**config.mk**
```make
export PLATFORM = sky130hd
export DESIGN_NAME = em_stage_reg
export DESIGN_NICKNAME = d
export VERILOG_FILES = /design/src/rtl/y86_pkg.sv /design/src/rtl/sat_counter.sv /design/src/rtl/em_stage_reg.sv
export SDC_FILE = /design/constraint.sdc
export NUM_CORES = 1
export LEC_CHECK = 0
export CAP_MARGIN = 25
export CORE_MARGIN = 10
export CORE_UTILIZATION = 37
export CTS_CLUSTER_SIZE = 16
export DETAILED_ROUTE_END_ITERATION = 6
export PLACE_DENSITY = 0.82
export SYNTH_ARGS = -nofsm -noshare
export SYNTH_HDL_FRONTEND = slang
export SYNTH_SLANG_ARGS = --single-unit
export TNS_END_PERCENT = 20
```
**constraint.sdc**
```tcl
create_clock -name clk -period 1.7 [get_ports clk]
set_clock_uncertainty 0.05 [all_clocks]
set_input_delay 0.255 -clock clk [delete_from_list [all_inputs] [get_ports clk]]
set_output_delay 0.255 -clock clk [all_outputs]
set_load 0.005 [all_outputs]
```
**src/rtl/y86_pkg.sv**
```systemverilog
// Shared Y86 pipeline constants: instruction codes, register IDs, status codes
// and the exception classifier used by every stage register.
package y86_pkg;

  localparam logic [3:0] IHALT   = 4'h0;
  localparam logic [3:0] INOP    = 4'h1;
  localparam logic [3:0] IRRMOVQ = 4'h2;
  localparam logic [3:0] IIRMOVQ = 4'h3;
  localparam logic [3:0] IRMMOVQ = 4'h4;
  localparam logic [3:0] IMRMOVQ = 4'h5;
  localparam logic [3:0] IOPQ    = 4'h6;
  localparam logic [3:0] IJXX    = 4'h7;
  localparam logic [3:0] ICALL   = 4'h8;
  localparam logic [3:0] IRET    = 4'h9;
  localparam logic [3:0] IPUSHQ  = 4'hA;
  localparam logic [3:0] IPOPQ   = 4'hB;

  localparam logic [3:0] RNONE = 4'hF;

  localparam logic [2:0] SBUB = 3'd0;
  localparam logic [2:0] SAOK = 3'd1;
  localparam logic [2:0] SHLT = 3'd2;
  localparam logic [2:0] SADR = 3'd3;
  localparam logic [2:0] SINS = 3'd4;

  // Full-width compare so that unknown codes wider than 3 bits fall back to "no exception".
  function automatic logic is_exc(input logic [31:0] stat);
    case (stat)
      32'd2, 32'd3, 32'd4: is_exc = 1'b1;
      default:             is_exc = 1'b0;
    endcase
  endfunction

endpackage

```
**src/rtl/sat_counter.sv**
```systemverilog
// Saturating up-counter: counts inc pulses and sticks at all-ones.
module sat_counter #(
  parameter int W = 16
) (
  input  logic         clk,
  input  logic         rst_n,
  input  logic         inc,
  output logic [W-1:0] count
);

  // Count qualified events, holding at the maximum value.
  always_ff @(posedge clk or negedge rst_n) begin
    if (!rst_n) begin
      count <= '0;
    end else if (inc && (count != {W{1'b1}})) begin
      count <= count + W'(1);
    end
  end

endmodule

```
**src/rtl/em_stage_reg.sv**
```systemverilog
// Execute-to-memory pipeline register with stall/bubble control, sticky
// exception squash, control-conflict flag and saturating event counters.
module em_stage_reg
  import y86_pkg::*;
#(
  parameter int DATA_W  = 64,
  parameter int ICODE_W = 4,
  parameter int REG_W   = 4,
  parameter int STAT_W  = 3,
  parameter int CNT_W   = 16
) (
  input  logic               clk,
  input  logic               rst_n,
  input  logic               M_stall,
  input  logic               M_bubble,
  input  logic               clr_exc,
  input  logic [STAT_W-1:0]  e_stat,
  input  logic [ICODE_W-1:0] e_icode,
  input  logic               e_cnd,
  input  logic [DATA_W-1:0]  e_valE,
  input  logic [DATA_W-1:0]  e_valA,
  input  logic [REG_W-1:0]   e_dstE,
  input  logic [REG_W-1:0]   e_dstM,
  output logic [STAT_W-1:0]  M_stat,
  output logic [ICODE_W-1:0] M_icode,
  output logic               M_cnd,
  output logic [DATA_W-1:0]  M_valE,
  output logic [DATA_W-1:0]  M_valA,
  output logic [REG_W-1:0]   M_dstE,
  output logic [REG_W-1:0]   M_dstM,
  output logic               M_exc,
  output logic               M_ctl_err,
  output logic [CNT_W-1:0]   M_stall_cnt,
  output logic [CNT_W-1:0]   M_bubble_cnt
);

  logic bubble_s;
  logic load_s;
  logic stall_inc_s;
  logic e_exc_s;

  // A pending exception squashes younger instructions unless a stall is holding the excepting one.
  assign bubble_s    = M_bubble | (M_exc & ~M_stall);
  assign load_s      = ~bubble_s & ~M_stall;
  assign stall_inc_s = M_stall & ~bubble_s;
  assign e_exc_s     = is_exc(32'(e_stat));

  // Stage contents: bubble beats stall beats load.
  always_ff @(posedge clk or negedge rst_n) begin
    if (!rst_n) begin
      M_stat  <= STAT_W'(SBUB);
      M_icode <= ICODE_W'(INOP);
      M_cnd   <= 1'b0;
      M_valE  <= '0;
      M_valA  <= '0;
      M_dstE  <= REG_W'(RNONE);
      M_dstM  <= REG_W'(RNONE);
    end else if (bubble_s) begin
      M_stat  <= STAT_W'(SBUB);
      M_icode <= ICODE_W'(INOP);
      M_cnd   <= 1'b0;
      M_valE  <= '0;
      M_valA  <= '0;
      M_dstE  <= REG_W'(RNONE);
      M_dstM  <= REG_W'(RNONE);
    end else if (load_s) begin
      M_stat  <= e_stat;
      M_icode <= e_icode;
      M_cnd   <= e_cnd;
      M_valE  <= e_valE;
      M_valA  <= e_valA;
      M_dstE  <= e_dstE;
      M_dstM  <= e_dstM;
    end
  end

  // Sticky exception: a freshly loaded excepting status overrides a clear on the same edge.
  always_ff @(posedge clk or negedge rst_n) begin
    if (!rst_n) begin
      M_exc <= 1'b0;
    end else if (load_s && e_exc_s) begin
      M_exc <= 1'b1;
    end else if (clr_exc) begin
      M_exc <= 1'b0;
    end
  end

  // Conflicting stall+bubble requests are latched until reset.
  always_ff @(posedge clk or negedge rst_n) begin
    if (!rst_n) begin
      M_ctl_err <= 1'b0;
    end else if (M_stall && M_bubble) begin
      M_ctl_err <= 1'b1;
    end
  end

  sat_counter #(.W(CNT_W)) u_stall_cnt (
    .clk   (clk),
    .rst_n (rst_n),
    .inc   (stall_inc_s),
    .count (M_stall_cnt)
  );

  sat_counter #(.W(CNT_W)) u_bubble_cnt (
    .clk   (clk),
    .rst_n (rst_n),
    .inc   (bubble_s),
    .count (M_bubble_cnt)
  );

endmodule
```
== After elaboration in Yosys (flattened, before gate mapping) ==
Index checks and enable logic that the tools add are counted.

* Equal/unequal tests: 5
* Bitwise gates (word level): 6
* Reductions and logical operators: 7
* Muxes and demuxes: 17
* Add/sub/neg operators: 2

{| class="wikitable"
|+ Operators by type and width
! operator !! number
|-
| $mux 64 || 4
|-
| $add 16x1->16 const B || 2
|-
| $ne 16x16->1 const B || 2
|-
| $mux 4 || 6
|-
| $eq 3x2->1 const B || 2
|-
| $mux 3 || 2
|-
| $mux 1 || 5
|-
| $logic_and 1x1->1 || 4
|-
| $reduce_bool 2->1 || 2
|-
| $and 1x1->1 || 3
|-
| $eq 3x3->1 const B || 1
|-
| $reduce_or 3->1 || 1
|-
| $not 1->1 || 2
|-
| $or 1x1->1 || 1
|}

* Register bits after elaboration: 178
* Word-level logic and storage cells: 48

== Longest topological paths before layout ==
Gate-level depths: netlist of run 1.

* Depth in word-level cells: 7
* Depth in mapped cells: 7
* Gate-level depth less buffers: 5

== Cells and area by module ==
Synthesis of run 1 repeated with hierarchy kept, for this count alone.

* Cell total of the unflattened synthesis: 495
* Area, all modules: 6925.4 µm²

{| class="wikitable"
|+ By module, submodules not included
! module !! cells each !! area an instance (µm²) !! sequential area each (µm²) !! instances
|-
| em_stage_reg || 351 || 5206.2 || 3664.8 || 1
|-
| sat_counter || 72 || 859.6 || 400.4 || 2
|}

== Worst setup path before layout of run 1 ==
Ideal clock, no wire load.

* Path kind: register -> register
* Start point: reg u_stall_cnt.count[0]
* End point: reg u_stall_cnt.count[1]
* Required time: 1.523 ns
* Setup time: 0.127 ns
* Stages on the path, launching flop included: 5
* Clock period less this slack: 1.709 ns
* Arrival: 1.531 ns
* Path buffers: 0
* Path slack: -0.009 ns
* Cell sequence: dfrtp_1 ha_1 nand3_1 o41ai_4 mux2_1

* Cells in the longest elaborated chain, start to end: 2
* Elaborated cells on any way between the ends: 3
* Those cells by class: add/sub: 1; eq/ne: 1; reduce/logical: 1

{| class="wikitable"
|+ RTL lines
! item !! line !! RTL
|-
| start: declaration || sat_counter.sv:8 || <nowiki>output logic [W-1:0] count</nowiki>
|-
| start signal: assignment || sat_counter.sv:16 || <nowiki>count <= count + W'(1);</nowiki>
|-
| parallel branches: the longest is 2 deep, another holds $add 16x1->16 || - ||
|}

Several ways; the timed one is not identified.
A chain may end at the register's enable or synchronous reset.

== Worst setup path after layout of run 1 ==
* Start point: reg u_stall_cnt.count[4]
* End point: reg u_stall_cnt.count[15]

Same word-level chain as after synthesis.

==> results of run 1 <==
## repair_timing
item | 4_1_cts | 5_1_grt
buffers inserted | 4 | 4
gates resized for setup | 34 | 19
hold buffers | 1 | 0
gates cloned | 0 | 0
endpoints found under the hold margin | 31 | 0
endpoints found under the setup margin | 34 | 24
pin swaps | 0 | 2
## registers in the layout (all words and copies together), names as in the netlist
signal,cells
M_exc,1
M_dstM,4
M_ctl_err,1
M_dstE,4
M_valE,64
M_valA,64
u_bubble_cnt.count,16
M_cnd,1
u_stall_cnt.count,16
M_icode,4
M_stat,3
## per-stage QoR
step / power (mW) / util / instance area (µm²)
4_1_cts: 11.5 / 0.638 / 11500
3_3_place_gp: 7.52 / 0.605 / 10900
3_5_place_dp: 7.60 / 0.605 / 10900
5_1_grt: 12.0 / 0.643 / 11600
6_report: 11.4 / 0.643 / 11600
2_1_floorplan: 5.69 / - / 6750
## report_power, final
group / switching, mW / internal [mW] / leakage, nW / total [mW]
Combinational: 1.07 / 1.57 / 2.77 / 2.63
Sequential: 0.252 / 4.63 / 2.34 / 4.88
Clock: 1.77 / 2.16 / 0.288 / 3.93
Total: 3.09 / 8.35 / 5.40 / 11.4
## logic make-up (layout without fill, tap and decap cells)
logic type | count (synthesis) | count (layout)
flops | 178 | 178
compound gates | 157 | 157
simple gates | 95 | 95
buf+inv | 35 | 439
xor+xnor | 22 | 22
mux | 5 | 5
fa+ha+maj | 2 | 2
## path summary, 6_finish.rpt
| kind | endpoint | cells past startpoint | slack (ns) |
|---|---|---|---|
| setup / recovery | u_stall_cnt.count[15]$_DFFE_PN0P_ | 5 | 0.02 |
| hold / removal | M_ctl_err$_DFFE_PN0P_ | 2 | 0.22 |
| setup reg to reg | u_stall_cnt.count[15]$_DFFE_PN0P_ | 5 | 0.02 |
| hold reg to reg | M_ctl_err$_DFFE_PN0P_ | 1 | 0.42 |
| max in group asynchronous | M_valA[59]$_DFFE_PN0P_ | 3 | 0.67 |
| min in group asynchronous | u_bubble_cnt.count[9]$_DFFE_PN0P_ | 2 | 0.27 |
## critical path, stage by stage (launching register included)
cell	delay [ns]
dfrtp_1	0.35
buf_4	0.12
nand4_4	0.14
or3_4	0.43
a2111oi_4	0.34
xor2_1	0.17
## per-layer routing
| metal | up-vias | GRT usage |
|---|---|---|
| met3 | 28 | 0.0789 |
| met5 | - | 0 |
| met1 | 2830 | 0.212 |
| li1 | 2653 | - |
| met2 | 230 | 0.320 |
| met4 | 0 | 0.0513 |
## cells in the final DEF, fill, tap and decap left out, drive strengths merged, types with 3 or more instances in the layout
cell | synthesis | layout
inv | 2 | 11
dfrtp | 169 | 169
nor2b | 3 | 3
nor3 | 9 | 9
xor2 | 13 | 13
a22o | 135 | 135
clkbuf | 24 | 19
dlymetal6s2s | 0 | 12
clkdlybuf4s50 | 0 | 280
nand3 | 19 | 19
nand4 | 7 | 7
mux2 | 4 | 4
nor4 | 5 | 5
dfstp | 9 | 9
buf | 9 | 79
nor2 | 11 | 11
nand2 | 30 | 30
a21oi | 5 | 5
dlygate4sd2 | 0 | 32
o21ai | 4 | 4
xnor2 | 9 | 9
## final cells by class
type | instances | share of cell area
well taps | 229 | 0.0248
flip-flops and latches | 178 | 0.386
clock buffers | 19 | 0.0392
multi-input cells | 281 | 0.190
clock inverters | 13 | 0.0118
repair buffers | 405 | 0.347
inverters | 2 | 0.000649
==> impl_metrics.yaml, run 1 <==
status:
  status: "finished, final reports clean"
global_routing:
  grt_pass1_wl_um: 36100
  antenna_found_initial: 0
  first_global_vias: 6258
  grt.total_usage: 0.188
  grt_max_degree: 54
  grt_overflow: 0
placement:
  dp_hpwl_um: 18000
  gp_congestion: 0.849
  io_buffer_count: 326
  place_inst: 1086
  place_ws_ns: -0.359
routing:
  top_layer_used: "met4"
  dr.pass1.iters: 5
  wl_um: 23300
  vias: 5741
  wl_met3_um: 2120
  m1WireLength_um: 8990
  ant_nets: 0
  drtIter0Drc: 260
  wire_per_inst_um: 20.7
  drc: 0
  via_per_inst: 5.09
  wl_met2_um: 11800
finish:
  drive_above_1_share: 0.157
  diodes: 0
  ff_latch_area_mm2: 0.00447
  nNetsFinal: 1036
  area_growth_pct: 71.1
  fillers: 1359
  instances_no_fill: 1127
  multiInputGateArea_mm2: 0.00220
floorplan:
  start_util: 0.376
  rows: 49
  dieArea_mm2: 0.0241
  die_y_um: 155
  core_area_mm2: 0.0180
  pin_count: 327
  die-width_um: 155
synthesis:
  muxShareOfSynthArea: 0.00815
  synth_fa_ha_area_frac: 0.00371
  synth.distinct_cells: 43
  ys_seq_area_frac: 0.661
  synth.top_cells.by_area: "dfrtp_1, a22o_1, dfstp_2"
  synth.avg_cell_area_um2: 13.7
  synthXorXnorAreaFrac: 0.0285
  synth_most_common_cell: "dfrtp_1"
  syn-instance-count: 494
  yosys.area.top_type_share: 0.626
  synth_simple_gate_area_frac: 0.0754
  ys.flop_type: "dfrtp_1"
  synth_warnings: 0
  synth_compound_area_frac: 0.202
  synth_top_family_by_area: "compound AO/OA/AOI/OAI gates"
  synth_common_cells: "dfrtp_1, a22o_1, nand2_1"
  synth_edf_count: 0
  synthesis.nets: 645
  yosys.area.top_type: "dfrtp_1"
  synth_area_mm2: 0.00675
  synthArstFlopShare: 1.00
  ys_ff_latch: 178
clocking:
  htree_levels: 4
  cts_buffers: 17
  clk_path_buf_depth: 2
  cts.sinks: 178
  worstSkewPairLatency_ns: 0.42
  path_clk_slew_ns: 0.07
  cts_tree: "yes"
  root_buffer: "clkbuf_16"
power_and_ir_drop:
  ir_worst_vdd_uv: 656
  power.leakage_nw: 5.40
  p_per_area_mw_per_mm2: 990
worst_setup_path:
  critPathCaptureType: "flip-flop"
  worstPathRequired_ns: 1.99
  setup.worst_path.start: "u_stall_cnt.count[4]$_DFFE_PN0P_"
  startpoint_type: "flip-flop"
  critPathMaxFanout: 4
  crit-reg2reg-launch: "u_stall_cnt.count[4]$_DFFE_PN0P_"
  cp.arrival_ns: 1.96
  crit_type: "flip-flop to flip-flop"
job:
  cap_violations: 0
sta:
  worstMarginPinSlew_ns: 0.422
  fin_crit_sh: 0.986
  rsz0062_at_grt: "true"
  timing.hold.ws_ns: 0.222
  timing.final.setup_violations: 0
  max_freq_mhz: 597
  slew_violations: 0
  setup_tns_ns: 0
  period_minus_slack_ns: 1.68
  setup_ws_ns: 0.0242
  hold_viol_final: 0
  slew_headroom: 0.717
min_path:
  worstHoldStart: "M_stall"
  hp-class: "primary input to flip-flop"
Power figures use the tool's default switching activity.
==> inputs of run 2 (changes only) <==
==> constraint.sdc (replaced) <==
create_clock -name clk -period 1.7 [get_ports clk]
set_clock_uncertainty 0.05 [all_clocks]
set_input_delay 0.34 -clock clk [delete_from_list [all_inputs] [get_ports clk]]
set_output_delay 0.34 -clock clk [all_outputs]
set_load 0.005 [all_outputs]
==> impl_metrics.yaml, run 2 (same netlist as run 1, synthesis figures left out) <==
clocking:
  path_clk_slew_ns: 0.07
  clk_path_buf_depth: 2
  cts.sinks: 178
  cts_tree: "yes"
  cts_buffers: 17
  htree_levels: 4
  worstSkewPairLatency_ns: 0.42
  root_buffer: "clkbuf_16"
finish:
  fin_area_mm2: 0.0114
  ff_latch_area_mm2: 0.00447
  layout_commonest_cell: "dfrtp_1"
  top_regs: "M_valA (64), M_valE (64)"
  fillers: 1391
  drive_above_1_share: 0.155
  nNetsFinal: 1033
  instances_no_fill: 1122
  area_growth_pct: 68.2
  final_cell_mix: "dfrtp_1, dlygate4sd2_1, clkdlybuf4s50_1"
  diodes: 0
  multiInputGateArea_mm2: 0.00221
placement:
  place_ws_ns: -0.357
  place_area_mm2: 0.0108
  place_inst: 1080
  io_buffer_count: 326
  dp_hpwl_um: 18000
  gp_congestion: 0.849
routing:
  wire_per_inst_um: 21.1
  drtIter0Drc: 236
  drc: 0
  via_per_inst: 5.14
  ant_nets: 0
  dr.pass1.iters: 6
  vias: 5764
  wl_um: 23700
worst_setup_path:
  cp_cell_sequence: "buf_4 > nand4_4 > or3_4 > a2111oi_4 > xor2_1"
  critPathMaxFanout: 3
  critPathCaptureType: "flip-flop"
  path_buf_inv: 1
  startpoint_type: "flip-flop"
  cpMaxStageDelayCell: "or3_4"
  path_delay_family: "simple AND/OR/NAND/NOR gates"
  crit_type: "flip-flop to flip-flop"
  worstPathRequired_ns: 1.99
  cp.arrival_ns: 1.96
  critPathMaxStageDelay_ns: 0.42
power_and_ir_drop:
  p_per_area_mw_per_mm2: 975
  power.leakage_nw: 6.03
  internal-power_mw: 8.09
  p_clk_frac: 0.340
  switching_share: 0.269
  ir_worst_vdd_uv: 666
  p_comb_frac: 0.219
  power.share.sequential: 0.440
  fin_total_pwr_mw: 11.1
  switching_power_mw: 2.98
floorplan:
  dieArea_mm2: 0.0241
  start_util: 0.376
  die_y_um: 155
  pin_count: 327
  rows: 49
  core_area_mm2: 0.0180
  die-width_um: 155
global_routing:
  grt_pass1_wl_um: 36600
  first_global_vias: 6385
  grt_overflow: 0
  grt.total_usage: 0.191
  grt_max_degree: 42
  antenna_found_initial: 1
min_path:
  hp-class: "primary input to asynchronous set/reset pin"
sta:
  fin_crit_sh: 0.982
  slew_headroom: 0.762
  timing.final.setup_violations: 0
  slew_violations: 0
  rsz0062_at_grt: "true"
  worstMarginPinSlew_ns: 0.357
  max_freq_mhz: 599
  setup_ws_ns: 0.0311
  period_minus_slack_ns: 1.67
  hold_viol_final: 0
  timing.hold.ws_ns: 0.330
status:
  status: "finished, final reports clean"
job:
  cap_violations: 0
==> run 2: area by class of cell <==
class	count	area share
inverters	2	0.000661
well taps	229	0.0252
clock buffers	19	0.0399
multi-input cells	281	0.195
repair buffers	402	0.337
clock inverters	11	0.00936
flip-flops and latches	178	0.393
==> run 2: layer usage <==
layer | routed length, µm | global-route usage
met1 | 9100 | 0.214
met2 | 12100 | 0.326
met3 | 2080 | 0.0739
met4 | 418 | 0.0603
met5 | 0 | 0
==> run 2: what timing repair did <==
| item | in CTS | in global routing |
|---|---|---|
| hold buffers | 1 | 0 |
| setup buffers | 8 | 3 |
| endpoints found under the hold margin | 15 | 0 |
| pin swaps | 2 | 4 |
| resized for setup | 157 | 33 |
| setup endpoints to repair | 157 | 45 |
==> run 2: final timing paths <==
kind	start	end	slack, ns	cells past startpoint
worst min register to register	M_ctl_err$_DFFE_PN0P_	M_ctl_err$_DFFE_PN0P_	0.42	1
worst min-delay path	rst_n	u_bubble_cnt.count[12]$_DFFE_PN0P_	0.33	2
min in group clk	M_stall	M_ctl_err$_DFFE_PN0P_	0.39	3
max in group asynchronous	rst_n	M_valA[5]$_DFFE_PN0P_	0.67	3
worst max-delay path	u_stall_cnt.count[4]$_DFFE_PN0P_	u_stall_cnt.count[15]$_DFFE_PN0P_	0.03	5
worst max register to register	u_stall_cnt.count[4]$_DFFE_PN0P_	u_stall_cnt.count[15]$_DFFE_PN0P_	0.03	5
==> run 2: power by group through the flow <==
stage,clock [mW],sequential (mW),combinational (mW)
after floorplan,0,5.06,0.630
after CTS,3.85,4.87,2.46
after global routing,4.01,4.92,2.65
after detailed placement,0,4.98,2.56
after global placement,0,4.97,2.50
final,3.77,4.88,2.43
==> run 2: through the flow <==
step	utilization	setup TNS, ns
2_1_floorplan	-	-0.00875
5_1_grt	0.632	-0.204
4_1_cts	0.626	0
3_3_place_gp	0.601	-41.26
3_5_place_dp	0.601	-45.38
6_report	0.632	0
